`src/rtl/ps2_scancode_rx.sv`:
```
// ps2_scancode_rx : PS/2 device-to-host receiver.
//   Conditions the asynchronous PS/2 lines, deframes 11-bit frames
//   (start, 8 data LSB-first, odd parity, stop) and buffers good bytes in a
//   first-word-fall-through FIFO. A shift-register history of the most recent
//   good bytes drives the board hex display directly.
//
// Ports
//   CLOCK_50    system clock
//   reset       synchronous active-high reset
//   PS2_CLK     PS/2 clock line (async, idle high)
//   PS2_DATA    PS/2 data line (async, idle high)
//   rx_data     FIFO head byte, valid while rx_valid=1
//   rx_valid    FIFO not empty
//   rx_ready    consumer takes the head byte this cycle
//   fifo_count  occupied FIFO entries
//   history     last HIST_BYTES good bytes, newest in [7:0]
//   frame_err   one-cycle pulse on framing / parity / timeout error
//   overflow    sticky: a good byte was dropped on a full FIFO
//
// state  | meaning
// IDLE   | waiting for a start bit
// DATA   | shifting in the 8 data bits, LSB first
// PARITY | waiting for the parity bit
// STOP   | waiting for the stop bit, then judge the frame
module ps2_scancode_rx #(
   parameter int unsigned CLK_HZ     = 50_000_000,
   parameter int unsigned TIMEOUT_US = 100,
   parameter int unsigned FIFO_DEPTH = 8,
   parameter int unsigned HIST_BYTES = 2,
   parameter int unsigned FILTER_LEN = 4
) (
   input  logic                              CLOCK_50,
   input  logic                              reset,
   input  logic                              PS2_CLK,
   input  logic                              PS2_DATA,
   output logic [7:0]                        rx_data,
   output logic                              rx_valid,
   input  logic                              rx_ready,
   output logic [$clog2(FIFO_DEPTH+1)-1:0]   fifo_count,
   output logic [8*HIST_BYTES-1:0]           history,
   output logic                              frame_err,
   output logic                              overflow
);

   localparam int unsigned TIMEOUT_CYCLES = CLK_HZ / 1000000 * TIMEOUT_US;
   localparam int unsigned TW = $clog2(TIMEOUT_CYCLES + 1);
   localparam int unsigned FW = $clog2(FILTER_LEN + 1);
   localparam int unsigned AW = $clog2(FIFO_DEPTH);
   localparam int unsigned CW = $clog2(FIFO_DEPTH + 1);
   localparam int unsigned HW = 8 * HIST_BYTES;

   typedef enum logic [1:0] {IDLE, DATA, PARITY, STOP} state_t;

   // input conditioning
   logic          clk_meta_q, clk_sync_q, dat_meta_q, dat_sync_q;
   logic          filt_q, filt_d;
   logic [FW-1:0] flt_cnt_q, flt_cnt_d;
   logic          fall;

   // deframer
   state_t        state_q, state_d;
   logic [2:0]    bit_cnt_q, bit_cnt_d;
   logic [7:0]    shift_q, shift_d;
   logic          par_q, par_d;
   logic [TW-1:0] tmo_q, tmo_d;
   logic          tmo_hit;
   logic          frame_ok;
   logic          err_q, err_d;
   logic          push_q, push_d;
   logic [7:0]    push_byte_q, push_byte_d;

   // fifo and history
   logic [7:0]    mem_q [FIFO_DEPTH];
   logic [AW-1:0] wr_q, wr_d, rd_q, rd_d;
   logic [CW-1:0] cnt_q, cnt_d;
   logic          ovf_q, ovf_d;
   logic [HW-1:0] hist_q, hist_d;
   logic          pop, push_ok;

   // Filter: the level flips only once FILTER_LEN consecutive samples disagree.
   always_comb begin
      filt_d    = filt_q;
      flt_cnt_d = '0;
      fall      = 1'b0;
      if (clk_sync_q != filt_q) begin
         if (flt_cnt_q == FW'(FILTER_LEN - 1)) begin
            filt_d = ~filt_q;
            fall   = filt_q;
         end else begin
            flt_cnt_d = flt_cnt_q + 1'b1;
         end
      end
   end

   // A fall in the same cycle as the terminal count wins: the edge arrived in time.
   assign tmo_hit = (state_q != IDLE) && !fall && (tmo_q == TW'(TIMEOUT_CYCLES - 1));

   // state register
   always_ff @(posedge CLOCK_50) begin
      if (reset) begin
         state_q   <= IDLE;
         bit_cnt_q <= '0;
         shift_q   <= '0;
         par_q     <= 1'b0;
         tmo_q     <= '0;
      end else begin
         state_q   <= state_d;
         bit_cnt_q <= bit_cnt_d;
         shift_q   <= shift_d;
         par_q     <= par_d;
         tmo_q     <= tmo_d;
      end
   end

   // next-state logic
   always_comb begin
      state_d   = state_q;
      bit_cnt_d = bit_cnt_q;
      shift_d   = shift_q;
      par_d     = par_q;
      tmo_d     = '0;
      if (state_q != IDLE && !fall && !tmo_hit)
         tmo_d = tmo_q + 1'b1;
      case (state_q)
         IDLE: begin
            if (fall && !dat_sync_q) begin
               state_d   = DATA;
               bit_cnt_d = '0;
               shift_d   = '0;
            end
         end
         DATA: begin
            if (fall) begin
               shift_d   = {dat_sync_q, shift_q[7:1]};
               bit_cnt_d = bit_cnt_q + 1'b1;
               if (bit_cnt_q == 3'd7)
                  state_d = PARITY;
            end
         end
         PARITY: begin
            if (fall) begin
               par_d   = dat_sync_q;
               state_d = STOP;
            end
         end
         STOP: begin
            if (fall)
               state_d = IDLE;
         end
         default: state_d = IDLE;
      endcase
      if (tmo_hit)
         state_d = IDLE;
   end

   // output logic: frame judgement, registered into push / frame_err
   always_comb begin
      frame_ok    = dat_sync_q & (^shift_q ^ par_q);
      push_byte_d = shift_q;
      push_d      = fall && (state_q == STOP) && frame_ok;
      err_d       = tmo_hit ||
                    (fall && (state_q == IDLE) && dat_sync_q) ||
                    (fall && (state_q == STOP) && !frame_ok);
   end

   // FIFO and history
   always_comb begin
      pop     = (cnt_q != '0) && rx_ready;
      push_ok = push_q && ((cnt_q != CW'(FIFO_DEPTH)) || pop);
      wr_d    = wr_q;
      rd_d    = rd_q;
      cnt_d   = cnt_q;
      if (push_ok)
         wr_d = wr_q + 1'b1;
      if (pop)
         rd_d = rd_q + 1'b1;
      if (push_ok && !pop)
         cnt_d = cnt_q + 1'b1;
      else if (!push_ok && pop)
         cnt_d = cnt_q - 1'b1;
      ovf_d  = ovf_q | (push_q & ~push_ok);
      hist_d = hist_q;
      if (push_q) begin
         hist_d      = hist_q << 8;
         hist_d[7:0] = push_byte_q;
      end
   end

   always_ff @(posedge CLOCK_50) begin
      if (reset) begin
         clk_meta_q  <= 1'b1;
         clk_sync_q  <= 1'b1;
         dat_meta_q  <= 1'b1;
         dat_sync_q  <= 1'b1;
         filt_q      <= 1'b1;
         flt_cnt_q   <= '0;
         err_q       <= 1'b0;
         push_q      <= 1'b0;
         push_byte_q <= '0;
         wr_q        <= '0;
         rd_q        <= '0;
         cnt_q       <= '0;
         ovf_q       <= 1'b0;
         hist_q      <= '0;
      end else begin
         clk_meta_q  <= PS2_CLK;
         clk_sync_q  <= clk_meta_q;
         dat_meta_q  <= PS2_DATA;
         dat_sync_q  <= dat_meta_q;
         filt_q      <= filt_d;
         flt_cnt_q   <= flt_cnt_d;
         err_q       <= err_d;
         push_q      <= push_d;
         push_byte_q <= push_byte_d;
         wr_q        <= wr_d;
         rd_q        <= rd_d;
         cnt_q       <= cnt_d;
         ovf_q       <= ovf_d;
         hist_q      <= hist_d;
      end
   end

   // Storage needs no reset; the occupancy count alone defines validity.
   always_ff @(posedge CLOCK_50) begin
      if (push_ok)
         mem_q[wr_q] <= push_byte_q;
   end

   assign rx_data    = mem_q[rd_q];
   assign rx_valid   = (cnt_q != '0);
   assign fifo_count = cnt_q;
   assign history    = hist_q;
   assign frame_err  = err_q;
   assign overflow   = ovf_q;

endmodule

```
`config.mk`:
```
export PLATFORM = sky130hd
export DESIGN_NAME = ps2_scancode_rx
export DESIGN_NICKNAME = d
export VERILOG_FILES = /design/src/rtl/ps2_scancode_rx.sv
export SDC_FILE = /design/constraint.sdc
export NUM_CORES = 1
export LEC_CHECK = 0
export BUFFER_PORTS_ARGS = -buffer_cell sky130_fd_sc_hd__buf_2
export CAP_MARGIN = 20
export CORE_MARGIN = 2
export CORE_UTILIZATION = 62
export CTS_BUF_LIST = sky130_fd_sc_hd__clkbuf_4 sky130_fd_sc_hd__clkbuf_8
export CTS_CLUSTER_DIAMETER = 150
export CTS_CLUSTER_SIZE = 8
export DETAILED_ROUTE_END_ITERATION = 12
export PLACE_DENSITY = 0.89
export SYNTH_ARGS = -nofsm -noshare
export SYNTH_HDL_FRONTEND = slang
export SYNTH_SLANG_ARGS = --single-unit
```
`constraint.sdc`:
```
create_clock -name CLOCK_50 -period 3.2 [get_ports CLOCK_50]
set_clock_uncertainty 0.1 [all_clocks]
set_input_delay 0.64 -clock CLOCK_50 [delete_from_list [all_inputs] [get_ports CLOCK_50]]
set_output_delay 0.64 -clock CLOCK_50 [all_outputs]
set_load 0.01 [all_outputs]
```
Word-level counts from Yosys, hierarchy flattened
Memories as Yosys holds them, arrays and structs flattened. A register that Yosys moved wholly into a read port is not among the register bits.
Index checks and enable logic that the tools add are counted.

word-level totals
  bits in registers = 72
  bits in writable memories = 64
  input bits = 5
  output and inout bits = 31
  logic and storage cells = 103
  memories kept = 1

memory list
  name   depth  width  read ports  clocked after Yosys merged registers in  write ports  RTL line  source
  mem_q  8      8      1           1                                        1            73        logic [7:0] mem_q [FIFO_DEPTH];

operators by class
  $add $sub $neg = 7
  equal/unequal tests = 13
  mux-type cells = 20
  bitwise operators = 8
  reductions and logical operators = 35

operator list
  kind                   count
  $mux 8                 2
  $pmux 8 s2             1
  $add 13x1->13 const B  1
  $eq 13x13->1 const B   1
  $logic_and 1x1->1      13
  $add 3x1->3 const B    4
  $mux 3                 4
  $mux 2                 5
  $ne 2x2->1 const B     5
  $mux 4                 2
  $pmux 2 s4             1
  $reduce_xor 8->1       1
  $logic_not 1->1        6
  $pmux 3 s2             1
  $reduce_bool 2->1      3
  $reduce_and 5->1       1
  $add 4x1->4 const B    1
  $eq 2x2->1 const B     2
  $mux 1                 4
  $ne 4x4->1 const B     1
  $not 1->1              4
  $reduce_and 2->1       2
  $reduce_bool 4->1      1
  $reduce_or 2->1        2
  other kinds (12)       15

Logic depth before layout (Yosys ltp)
Gate-level depths: netlist of the first run.

  depth after elaboration = 10
  depth in mapped cells = 11
  depth with buffers taken out = 11

Least setup slack after synthesis of the first run
OpenSTA, ideal clock, no wires.

  kind = reg2reg
  from = reg cnt_q[0] (netlist: fifo_count[0])
  to = reg cnt_q[3] (netlist: fifo_count[3])
  setup time = 0.070 ns
  data arrival time = 2.400 ns
  data required time = 3.030 ns
  slack = 0.630 ns
  cell stages (with the launch flop) = 12
  path buffers = 0
  period minus slack after synthesis = 2.570 ns
  path through = dfxtp_1 nor3_1 nand2b_1 nand2_1 ha_1 inv_1 ha_1 a21o_1 a21oi_1 xnor2_1 or3_1 a21oi_1

on the way
  cells in the longest elaborated chain, start to end = 7
  elaborated cells on any way between the ends = 14
  classes of those cells = add/sub (2); eq/ne (1); mux (2); reduce/logical (9)

ends and longest elaborated chain
  what                                RTL line  source
  start, declared                     75        logic [CW-1:0] cnt_q, cnt_d;
  start signal, assigned              217       cnt_q <= cnt_d;
  $reduce_bool 4->1 (*)               n/a
  net rx_valid                        37        output logic rx_valid,
  $logic_and 1x1->1 (*)               168       pop = (cnt_q != '0) && rx_ready;
  $logic_or 1x1->1                    169       push_ok = push_q && ((cnt_q != CW'(FIFO_DEPTH)) || pop);
  $logic_and 1x1->1                   169
  $logic_not 1->1                     179       else if (!push_ok && pop)
  $logic_and 1x1->1                   179
  $reduce_bool 2->1 (no source line)  n/a

The timed path passes the listed nets; every way through them passes the cells marked *. The select of a mux whose other input is x is not followed.
A chain may end at the register's enable or synchronous reset.

Final worst setup path of the first run
  from = reg cnt_q[0] (netlist: fifo_count[0])
  to = reg cnt_q[3] (netlist: fifo_count[3])

on the way
  cells in the longest elaborated chain, start to end = 7
  elaborated cells on any way between the ends = 14
  classes of those cells = add/sub (2); eq/ne (1); mux (2); reduce/logical (9)

ends and longest elaborated chain
  what
  branches (longest 7 deep; another with $sub 4x1->4)

Several ways; the timed one is not identified. The select of a mux whose other input is x is not followed.

==> results of run 1 <==
[per-stage QoR]
step	setup slack (ns)	instance area, µm²	instances	util (%)	hold slack [ns]
after floorplan	0.630	5450	408	-	0.289
after global placement	0.592	5760	547	66.6	0.294
after detailed placement	0.406	5760	547	66.6	0.302
after CTS	0.336	6190	579	71.7	0.273
after global routing	0.145	6190	579	71.7	0.274
final	0.344	6190	579	71.7	0.299
[report_power, final]
group	total [mW]	switching (mW)	internal (mW)
registers	1.90	0.0325	1.87
logic	0.520	0.250	0.270
clock network	1.52	0.668	0.850
[sequential cells by signal, summed over array words and instances, names as in the netlist, 2 cells and up, named ones only]
register and cells:
bit_cnt_q 3, fifo_count 4, flt_cnt_q 3, history 16
mem_q 64, push_byte_d 8, push_byte_q 8, rd_q 3
state_q 2, tmo_q 13, wr_q 3
[routing by layer]
| layer | share of wire, % | track usage (%) |
|---|---|---|
| met5 | 0 | 0 |
| met4 | 1.6 | 8.87 |
| met3 | 5.1 | 6.44 |
| met2 | 53 | 38.6 |
| met1 | 40 | 27.3 |
[cell usage after synthesis, types with 2 or more instances]
master                     instances
sky130_fd_sc_hd__xnor2_1          12
sky130_fd_sc_hd__a21o_1            4
sky130_fd_sc_hd__buf_6             3
sky130_fd_sc_hd__o22ai_1           7
sky130_fd_sc_hd__edfxtp_1         64
sky130_fd_sc_hd__mux4_2           16
sky130_fd_sc_hd__nand2b_1         14
sky130_fd_sc_hd__inv_1            15
sky130_fd_sc_hd__dfxtp_1          75
sky130_fd_sc_hd__nand2_1          17
sky130_fd_sc_hd__o21ai_0           4
sky130_fd_sc_hd__ha_1             14
sky130_fd_sc_hd__nor2b_1           4
sky130_fd_sc_hd__a32oi_1           2
sky130_fd_sc_hd__nor2_1           54
sky130_fd_sc_hd__buf_2             3
sky130_fd_sc_hd__mux2i_1          18
sky130_fd_sc_hd__a21oi_1          10
sky130_fd_sc_hd__buf_4             2
sky130_fd_sc_hd__or3_1             4
sky130_fd_sc_hd__clkbuf_1          5
sky130_fd_sc_hd__buf_1             2
sky130_fd_sc_hd__mux2_2            9
sky130_fd_sc_hd__nand3_1           6
sky130_fd_sc_hd__or2_2             4
sky130_fd_sc_hd__nor3_1            6
sky130_fd_sc_hd__xor2_1           13
[worst max path at each step]
stage | slack (ns) | start | endpoint
after floorplan | 0.63 | fifo_count[0]$_SDFFE_PP0P_ | fifo_count[3]$_SDFFE_PP0P_
after global routing | 0.14 | fifo_count[0]$_SDFFE_PP0P_ | fifo_count[3]$_SDFFE_PP0P_
after detailed placement | 0.41 | fifo_count[0]$_SDFFE_PP0P_ | fifo_count[3]$_SDFFE_PP0P_
after global placement | 0.59 | fifo_count[0]$_SDFFE_PP0P_ | fifo_count[3]$_SDFFE_PP0P_
final | 0.34 | fifo_count[0]$_SDFFE_PP0P_ | fifo_count[3]$_SDFFE_PP0P_
after CTS | 0.34 | flop | rx_data[1]
[area by class of cell]
class                      count  area share [%]
tap                          108            2.18
clock inverter                15            3.21
inverter                      15           0.910
clock buffer                  17            3.78
sequential                   139            55.3
multi-input combinational    238            30.3
timing repair buffer          47            4.29
[cell families after synthesis]
logic type                 count (synthesis)  share of synthesized area [%]
AOI/OAI and AO/OA                         35                           4.32
buffers and inverters                     31                           2.78
DFF                                      139                           62.8
and+or+nand+nor                          120                           10.7
xor gates and xnor gates                  25                           4.02
muxes                                     43                           11.8
adders and majority gates                 15                           3.58
[worst max-delay path: cells and delay by family, from the launching register on]
kind            cells  cell delay, ns
simple gates        4            1.10
compound gates      3            0.52
fa+ha+maj           2            0.49
flops               1            0.38
buf+inv             1            0.10
xor+xnor            1            0.09
==> flow_summary.toml, run 1 <==
[drt]
post_route_drc_violation_count = 0
drt.antenna.violating_nets = 0
dr_total_vias = 3261
number_of_vias_per_cell = 5.63
detail_route.iter0.violations = 198
routed_wire_length_mm = 10.0
drt_pre_antenna_iters = 4
drt-wirelength-per-cell_um = 17.3

[flow_run]
cap_viol_max_count = 0

[status]
outcome = "completed"

[timing]
timing.final.hold_violations = 0
maxSlewHeadroom_pct = 45.8
finalCritPeriodShare_pct = 89.2
rsz0062_at_grt = "false"
totalNegativeSetupSlack_ns = 0
period_needed_ns = 2.86
worst_slew_pin_slew_ns = 0.813
timing.final.max_slew_violations = 0
finalSetupViolations = 0
clock.fmax_ghz = 0.350

[worst_setup_path]
highest_net_fanout_along_the_worst_path = 5
worst-r2r-cell-count = 11
worstSetupStartpointType = "flop"
timing.critical_path.slowest_cell_delay_ns = 0.44
regToRegSetupSlack_ns = 0.34
worstPathCellList = "nor3_1 -> nand2b_1 -> nand2_1 -> ha_1 -> inv_1 -> ha_1 -> a21o_1 -> a21oi_1 -> xnor2_1 -> or3_1 -> a21oi_1"
crit_path_top_delay_cell = "sky130_fd_sc_hd__nor3_1"
critical_path_required_ns = 3.45
rr_startpoint = "fifo_count[0]$_SDFFE_PP0P_"
r2r-end = "fifo_count[3]$_SDFFE_PP0P_"
worst-endpoint-arrival_ns = 3.10
critPathKind = "flop to flop"
setup.worst_path.end_class = "flop"

[clock_network]
clockRootBuffer = "sky130_fd_sc_hd__clkbuf_8"
worst_skew_pair.late_latency_ns = 0.42
postCtsSetupRepairBufs = 0
cts_max_level = 4
cts_tree = "yes"
cts_sinks = 139
cts-buffers-inserted = 17
clock_path_buffers = 2
cts.repair.resized = 0
clkSlewWorstSetupHoldPaths_ns = 0.08
ctsHoldBuffers = 0

[worst_hold_path]
hold_path_end = "clk_meta_q$_SDFF_PP1_"
hold_path_depth = 2
hp-class = "primary input to flop"
hold_path_startpoint = "PS2_CLK"

[cells_and_area]
layout.area.seq_mm2 = 0.00342
final_common_cell = "sky130_fd_sc_hd__dfxtp_1"
flow.area_growth_from_synthesis_pct = 13.5
drive_gt1_share_pct = 24.4
fillers = 562
layout_common_cells = "75 x sky130_fd_sc_hd__dfxtp_1, 64 x sky130_fd_sc_hd__edfxtp_1, 54 x sky130_fd_sc_hd__nor2_1"
antenna_cells_inserted = 0
final_nets = 478
multi_input_logic_area_mm2 = 0.00188

[yosys]
synth_top_area_share_pct = 35.3
yosys_warnings = 0
yosysTopAreaCell = "sky130_fd_sc_hd__edfxtp_1"
seq_area_frac_synth_pct = 62.8
area_of_the_mapped_netlist_mm2 = 0.00545
synth-main-ff-cell = "sky130_fd_sc_hd__dfxtp_1"
synth.distinct_cells = 48
synth-seq-cells = 139
synthCells = 408
postSynthAreaPerCell_um2 = 13.4
synth_fp_nets = 428
postSynth.asyncResetShare_pct = 0
synth_enable_flop_cells = 64
synth_area_leaders = "sky130_fd_sc_hd__edfxtp_1 35%, sky130_fd_sc_hd__dfxtp_1 28%, sky130_fd_sc_hd__mux4_2 6.6%"

[place]
hpwl_after_detailed_placement_mm = 6.53
gp_routability_congestion = 0.809
io_buffers = 35

[floorplan]
cell_row_count = 34
die-area_mm2 = 0.00956
chipHeight_um = 97.8
num_io_pins = 36
start_util_pct = 63.1
floorplan.core_area_mm2 = 0.00864
die_w_um = 97.8

[global_routing]
global_route.overflow_total = 0
antenna_found_initial = 0
largest_net_degree_at_the_start_of_global_routing = 51
first_pass_grt_wire_length_mm = 16.6
vias_in_the_first_global_route = 3411
track_usage_pct = 22.6

[power]
static-leakage-power_nw = 2.31
power_density_normalized_to_cell_area_mw_per_mm2 = 637
finalPower_mw = 3.94
worst_supply_voltage_drop_on_vdd_uv = 498
Power figures use the tool's default switching activity.
==> run 2: changes to the inputs <==
--- a/config.mk
+++ b/config.mk
@@ -5,6 +5,7 @@
 export SDC_FILE = /design/constraint.sdc
 export NUM_CORES = 1
 export LEC_CHECK = 0
+export ABC_AREA = 1
 export BUFFER_PORTS_ARGS = -buffer_cell sky130_fd_sc_hd__buf_2
 export CAP_MARGIN = 20
 export CORE_MARGIN = 2
==> run 2 against run 1 <==
  * Routed wire length increased by 12%
  * Critical endpoint is now rx_data[1]
  * Cell count increased by 28%
  * Critical path depth decreased by 4
  * Register-to-register slack improved by 0.29 ns
  * Clock-buffer cell count increased by 2
  * Highest routed layer unchanged
  * Setup slack improved by 0.030 ns
  * Sequential share of layout area decreased by 0.12 points
  * Largest power group unchanged
==> flow_summary.toml, run 2 <==
[power]
finalPower_mw = 4.03
seq_power_share_pct = 48.7
power_density_normalized_to_cell_area_mw_per_mm2 = 650
switchingPower_mw = 1.24
power.internal_mw = 2.79
power.clock.fraction_pct = 31.1
power.switching_fraction_pct = 30.9
static-leakage-power_nw = 2.55
worst_supply_voltage_drop_on_vdd_uv = 370
share_comb_of_total_power_pct = 20.2

[cells_and_area]
drive_gt1_share_pct = 15.2
flow.area_growth_from_synthesis_pct = 10.9
antenna_cells_inserted = 0
fillers = 608
final_nets = 638
postLayoutCellArea_mm2 = 0.00620
largest_reg_flops = 64
most_flop_heavy_register = "mem_q"
final_common_cell = "sky130_fd_sc_hd__nor2_1"
layout_common_cells = "124 x sky130_fd_sc_hd__nor2_1, 82 x sky130_fd_sc_hd__nand2_1, 75 x sky130_fd_sc_hd__dfxtp_1"

[floorplan]
die-area_mm2 = 0.00980
num_io_pins = 36
cell_row_count = 34
floorplan.core_area_mm2 = 0.00872
start_util_pct = 64.1
chipHeight_um = 99.0
die_w_um = 99.0

[timing]
timing.final.hold_violations = 0
period_needed_ns = 2.83
finalWorstSetupSlack_ns = 0.374
finalSetupViolations = 0
finalCritPeriodShare_pct = 88.3
rsz0062_at_grt = "false"
timing.final.max_slew_violations = 0
totalNegativeSetupSlack_ns = 0
clock.fmax_ghz = 0.354
maxSlewHeadroom_pct = 41.9
worst_slew_pin_slew_ns = 0.868

[yosys]
yosys_warnings = 0
yosys.cell_count.top_type = "sky130_fd_sc_hd__nor2_1"
synth.distinct_cells = 38
synth_fp_nets = 599
synth.top_cells.by_count = "124 x sky130_fd_sc_hd__nor2_1, 82 x sky130_fd_sc_hd__nand2_1, 75 x sky130_fd_sc_hd__dfxtp_1"
synthCells = 579
synth-main-ff-cell = "sky130_fd_sc_hd__dfxtp_1"
yosysTopAreaCell = "sky130_fd_sc_hd__edfxtp_1"
synth_enable_flop_cells = 64
synth_area_leaders = "sky130_fd_sc_hd__edfxtp_1 34%, sky130_fd_sc_hd__dfxtp_1 27%, sky130_fd_sc_hd__nor2_1 8.3%"
seq_area_frac_synth_pct = 61.2
postSynthAreaPerCell_um2 = 9.66
postSynth.asyncResetShare_pct = 0
synth_top_area_share_pct = 34.4
area_of_the_mapped_netlist_mm2 = 0.00559
synth-seq-cells = 139

[place]
place_ws_ns = 0.475
placed_cell_area_mm2 = 0.00585
io_buffers = 35
hpwl_after_detailed_placement_mm = 7.61
gp_routability_congestion = 0.808

[drt]
drt-wirelength-per-cell_um = 15.2
dr_total_vias = 4167
drt_pre_antenna_iters = 5
post_route_drc_violation_count = 0
drt.antenna.violating_nets = 0
number_of_vias_per_cell = 5.64
detail_route.iter0.violations = 247
routed_wire_length_mm = 11.3

[clock_network]
postCtsSetupRepairBufs = 0
cts.repair.resized = 0
worst_skew_pair.late_latency_ns = 0.43
clkSlewWorstSetupHoldPaths_ns = 0.08
clock_path_buffers = 2
cts-buffers-inserted = 17
cts_sinks = 139
clockRootBuffer = "sky130_fd_sc_hd__clkbuf_8"
cts_max_level = 4
ctsHoldBuffers = 0
cts_tree = "yes"

[global_routing]
largest_net_degree_at_the_start_of_global_routing = 34
first_pass_grt_wire_length_mm = 18.3
vias_in_the_first_global_route = 3998
antenna_found_initial = 0
track_usage_pct = 23.9
global_route.overflow_total = 0

[worst_setup_path]
worst-endpoint-arrival_ns = 2.09
critical_path_required_ns = 2.46
worst-r2r-cell-count = 13
setup.worst_path.end_class = "primary output"
highest_net_fanout_along_the_worst_path = 17
worstSetupStartpointType = "flop"
critPathKind = "flop to primary output"

[status]
outcome = "completed"

[worst_hold_path]
hp-class = "primary input to flop"
hold_path_depth = 2

[flow_run]
cap_viol_max_count = 0
==> run 2: cell count changes in the layout (fill, tap and decap cells not counted), moves of 9 or more <==
cell | previous run | this run
sky130_fd_sc_hd__o21ai_0 | 4 | 44
sky130_fd_sc_hd__nor2_1 | 54 | 124
sky130_fd_sc_hd__a21oi_1 | 10 | 21
sky130_fd_sc_hd__nand3_1 | 6 | 17
sky130_fd_sc_hd__inv_1 | 15 | 47
sky130_fd_sc_hd__nand2_1 | 17 | 82
sky130_fd_sc_hd__mux4_2 | 16 | 0
sky130_fd_sc_hd__mux2i_1 | 18 | 0
sky130_fd_sc_hd__nand2b_1 | 14 | 0
sky130_fd_sc_hd__o32ai_1 | 0 | 16
sky130_fd_sc_hd__xor2_1 | 13 | 4
sky130_fd_sc_hd__mux2_2 | 9 | 0
==> run 2: stage by stage <==
| stage | hold WS (ns) | util, % | instances |
|---|---|---|---|
| finish | 0.288 | 71.1 | 739 |
| global route | 0.277 | 71.1 | 739 |
| floorplan | 0.289 | - | 579 |
| global placement | 0.295 | 67.0 | 707 |
| CTS | 0.273 | 71.1 | 739 |
| detailed placement | 0.300 | 67.0 | 707 |
==> run 2: kinds of logic after synthesis <==
family,synth area share [%]
AOI/OAI and AO/OA,10.1
DFF,61.2
buffers and inverters,5.19
xor gates and xnor gates,1.25
adders and majority gates,3.49
and+or+nand+nor,18.8
==> run 2: worst paths after layout <==
kind                              start                          to  slack (ns)
min                             PS2_CLK       clk_meta_q$_SDFF_PP1_        0.29
max                                flop                  rx_data[1]        0.37
min reg2reg       clk_meta_q$_SDFF_PP1_       clk_sync_q$_SDFF_PP1_        0.33
max reg2reg  fifo_count[0]$_SDFFE_PP0P_  fifo_count[3]$_SDFFE_PP0P_        0.63
==> run 2: worst max-delay path, cell delays in order (launching register included) <==
cell and delay, ns:
sky130_fd_sc_hd__dfxtp_1 0.34, sky130_fd_sc_hd__inv_1 0.39, sky130_fd_sc_hd__buf_4 0.31, sky130_fd_sc_hd__nor2_1 0.06, sky130_fd_sc_hd__o32ai_1 0.25, sky130_fd_sc_hd__nand2_1 0.10, sky130_fd_sc_hd__nand2_1 0.07, sky130_fd_sc_hd__buf_2 0.12
==> run 2: routing by layer <==
metal  share of wire [%]  global-route usage, %
met1                  41                   27.6
met2                  51                   42.2
met3                 4.9                   4.96
met4                 3.1                   12.1
met5                   0                      0
==> run 2: power by group through the flow <==
stage / sequential (mW) / clock (mW) / combinational (mW)
after floorplan: 1.99 / 0 / 0.571
after global placement: 2.00 / 0 / 0.760
after detailed placement: 2.00 / 0 / 0.804
after CTS: 1.96 / 1.26 / 0.809
after global routing: 1.97 / 1.34 / 0.907
final: 1.97 / 1.25 / 0.814
==> run 2: layout make-up <==
class / count / area [µm²] / share of cell area [%]
tap: 108 / 135 / 2.18
clock buffer: 19 / 262 / 4.22
clock inverter: 13 / 93.8 / 1.51
inverter: 54 / 203 / 3.27
multi-input combinational: 367 / 1880 / 30.3
sequential: 139 / 3420 / 55.2
timing repair buffer: 39 / 205 / 3.31
==> run 3: changes to the inputs <==
--- a/config.mk
+++ b/config.mk
@@ -6,7 +6,7 @@
 export NUM_CORES = 1
 export LEC_CHECK = 0
 export ABC_AREA = 1
-export BUFFER_PORTS_ARGS = -buffer_cell sky130_fd_sc_hd__buf_2
+export BUFFER_PORTS_ARGS = -buffer_cell sky130_fd_sc_hd__clkbuf_2
 export CAP_MARGIN = 20
 export CORE_MARGIN = 2
 export CORE_UTILIZATION = 62
==> run 3 against run 2 <==
  * Power grew 4.9%
  * Sequential power is essentially flat
  * Largest cell class unchanged
  * Global-route usage up 0.38 points
  * Die area unchanged
  * Cell count is 0.14% higher
==> flow_summary.toml, run 3 (synthesized netlist as in run 2, its figures left out) <==
[status]
outcome = "completed"

[timing]
worst_slew_pin_slew_ns = 0.858
rsz0062_at_grt = "false"
finalCritPeriodShare_pct = 88.9
timing.final.max_slew_violations = 0
period_needed_ns = 2.84
timing.final.hold_violations = 0
clock.fmax_ghz = 0.352
maxSlewHeadroom_pct = 42.6
finalSetupViolations = 0
totalNegativeSetupSlack_ns = 0
worst_hold_slack_ns = 0.290

[place]
hpwl_after_detailed_placement_mm = 7.54
gp_routability_congestion = 0.863
io_buffers = 35
placed_cell_area_mm2 = 0.00585

[cells_and_area]
flow.area_growth_from_synthesis_pct = 12.0
drive_gt1_share_pct = 15.5
final_common_cell = "sky130_fd_sc_hd__nor2_1"
fillers = 606
final_nets = 639
layout_common_cells = "124 x sky130_fd_sc_hd__nor2_1, 82 x sky130_fd_sc_hd__nand2_1, 75 x sky130_fd_sc_hd__dfxtp_1"
most_flop_heavy_register = "mem_q"
multi_input_logic_area_mm2 = 0.00188
largest_reg_flops = 64
layout.area.seq_mm2 = 0.00342
postLayoutCellArea_mm2 = 0.00627
antenna_cells_inserted = 0

[global_routing]
antenna_found_initial = 0
groute.layer.met2.usage_pct = 41.5
track_usage_pct = 24.3
global_route.peak_usage_layer = "met2"
met3_track_demand_over_resource_pct = 5.18
largest_net_degree_at_the_start_of_global_routing = 34
global_route.overflow_total = 0
first_pass_grt_wire_length_mm = 18.7
vias_in_the_first_global_route = 4037
use_met1_pct = 29.3

[power]
finalPower_mw = 4.23
worst_supply_voltage_drop_on_vdd_uv = 391
static-leakage-power_nw = 2.57
power_density_normalized_to_cell_area_mw_per_mm2 = 675

[worst_setup_path]
setup.worst_path.end_class = "primary output"
regToRegSetupSlack_ns = 0.71
highest_net_fanout_along_the_worst_path = 32
critical_path_required_ns = 2.46
worst-r2r-cell-count = 14
worstSetupStartpointType = "flop"
worst-endpoint-arrival_ns = 2.10
critPathKind = "flop to primary output"

[clock_network]
clock_path_buffers = 2
clockRootBuffer = "sky130_fd_sc_hd__clkbuf_8"
cts_tree = "yes"
cts.repair.resized = 0
cts_sinks = 139
cts_max_level = 4
ctsHoldBuffers = 0
postCtsSetupRepairBufs = 0
cts-buffers-inserted = 17
worst_skew_pair.late_latency_ns = 0.43
clkSlewWorstSetupHoldPaths_ns = 0.08

[floorplan]
start_util_pct = 64.1
die-area_mm2 = 0.00980
die_w_um = 99.0
cell_row_count = 34
num_io_pins = 36
floorplan.core_area_mm2 = 0.00872
chipHeight_um = 99.0

[drt]
number_of_vias_per_cell = 5.55
dr_total_vias = 4106
drt.antenna.violating_nets = 0
post_route_drc_violation_count = 0
detail_route.iter0.violations = 373
drt_pre_antenna_iters = 5
drt-wirelength-per-cell_um = 15.1
routed_wire_length_mm = 11.2

[worst_hold_path]
hold_path_depth = 2
hp-class = "primary input to flop"

[flow_run]
cap_viol_max_count = 0
[run 3: per-stage QoR]
| stage | util, % | worst slack (ns) | std cells |
|---|---|---|---|
| after global routing | 71.9 | 0.193 | 740 |
| after floorplan | - | 0.865 | 579 |
| after CTS | 71.9 | 0.333 | 740 |
| after detailed placement | 67.1 | 0.449 | 708 |
| final | 71.9 | 0.356 | 740 |
| after global placement | 67.1 | 0.658 | 708 |
[run 3: power by group]
group,internal [mW],switching (mW)
Clock,0.784,0.671
Combinational,0.312,0.478
Sequential,1.89,0.0923
Total,2.99,1.24
[run 3: layout make-up]
| type | count | share of cell area, % |
|---|---|---|
| clock inverter | 14 | 2.74 |
| inverter | 54 | 3.23 |
| tap | 108 | 2.16 |
| multi-input combinational | 367 | 30.0 |
| sequential | 139 | 54.6 |
| clock buffer | 18 | 3.85 |
| timing repair buffer | 40 | 3.39 |
[run 3: path summary, 6_finish.rpt]
check	endpoint	from
worst min register to register	dat_sync_q$_SDFF_PP1_	dat_meta_q$_SDFF_PP1_
worst max-delay path	rx_data[6]	flop
worst max register to register	fifo_count[3]$_SDFFE_PP0P_	fifo_count[0]$_SDFFE_PP0P_
worst min-delay path	clk_meta_q$_SDFF_PP1_	PS2_CLK
[run 3: per-layer routing]
metal,share of wire [%],vias to the layer above
li1,-,2015
met1,41,1937
met2,52,121
met3,4.2,33
met4,2.9,0
met5,0,-
[run 3: critical path, stage by stage, from the launching register on]
cell                       delay, ns
sky130_fd_sc_hd__dfxtp_1        0.49
sky130_fd_sc_hd__inv_1          0.14
sky130_fd_sc_hd__buf_4          0.33
sky130_fd_sc_hd__nor2_1         0.09
sky130_fd_sc_hd__o32ai_1        0.27
sky130_fd_sc_hd__nand2_1        0.11
sky130_fd_sc_hd__nand2_1        0.10
sky130_fd_sc_hd__clkbuf_2       0.13
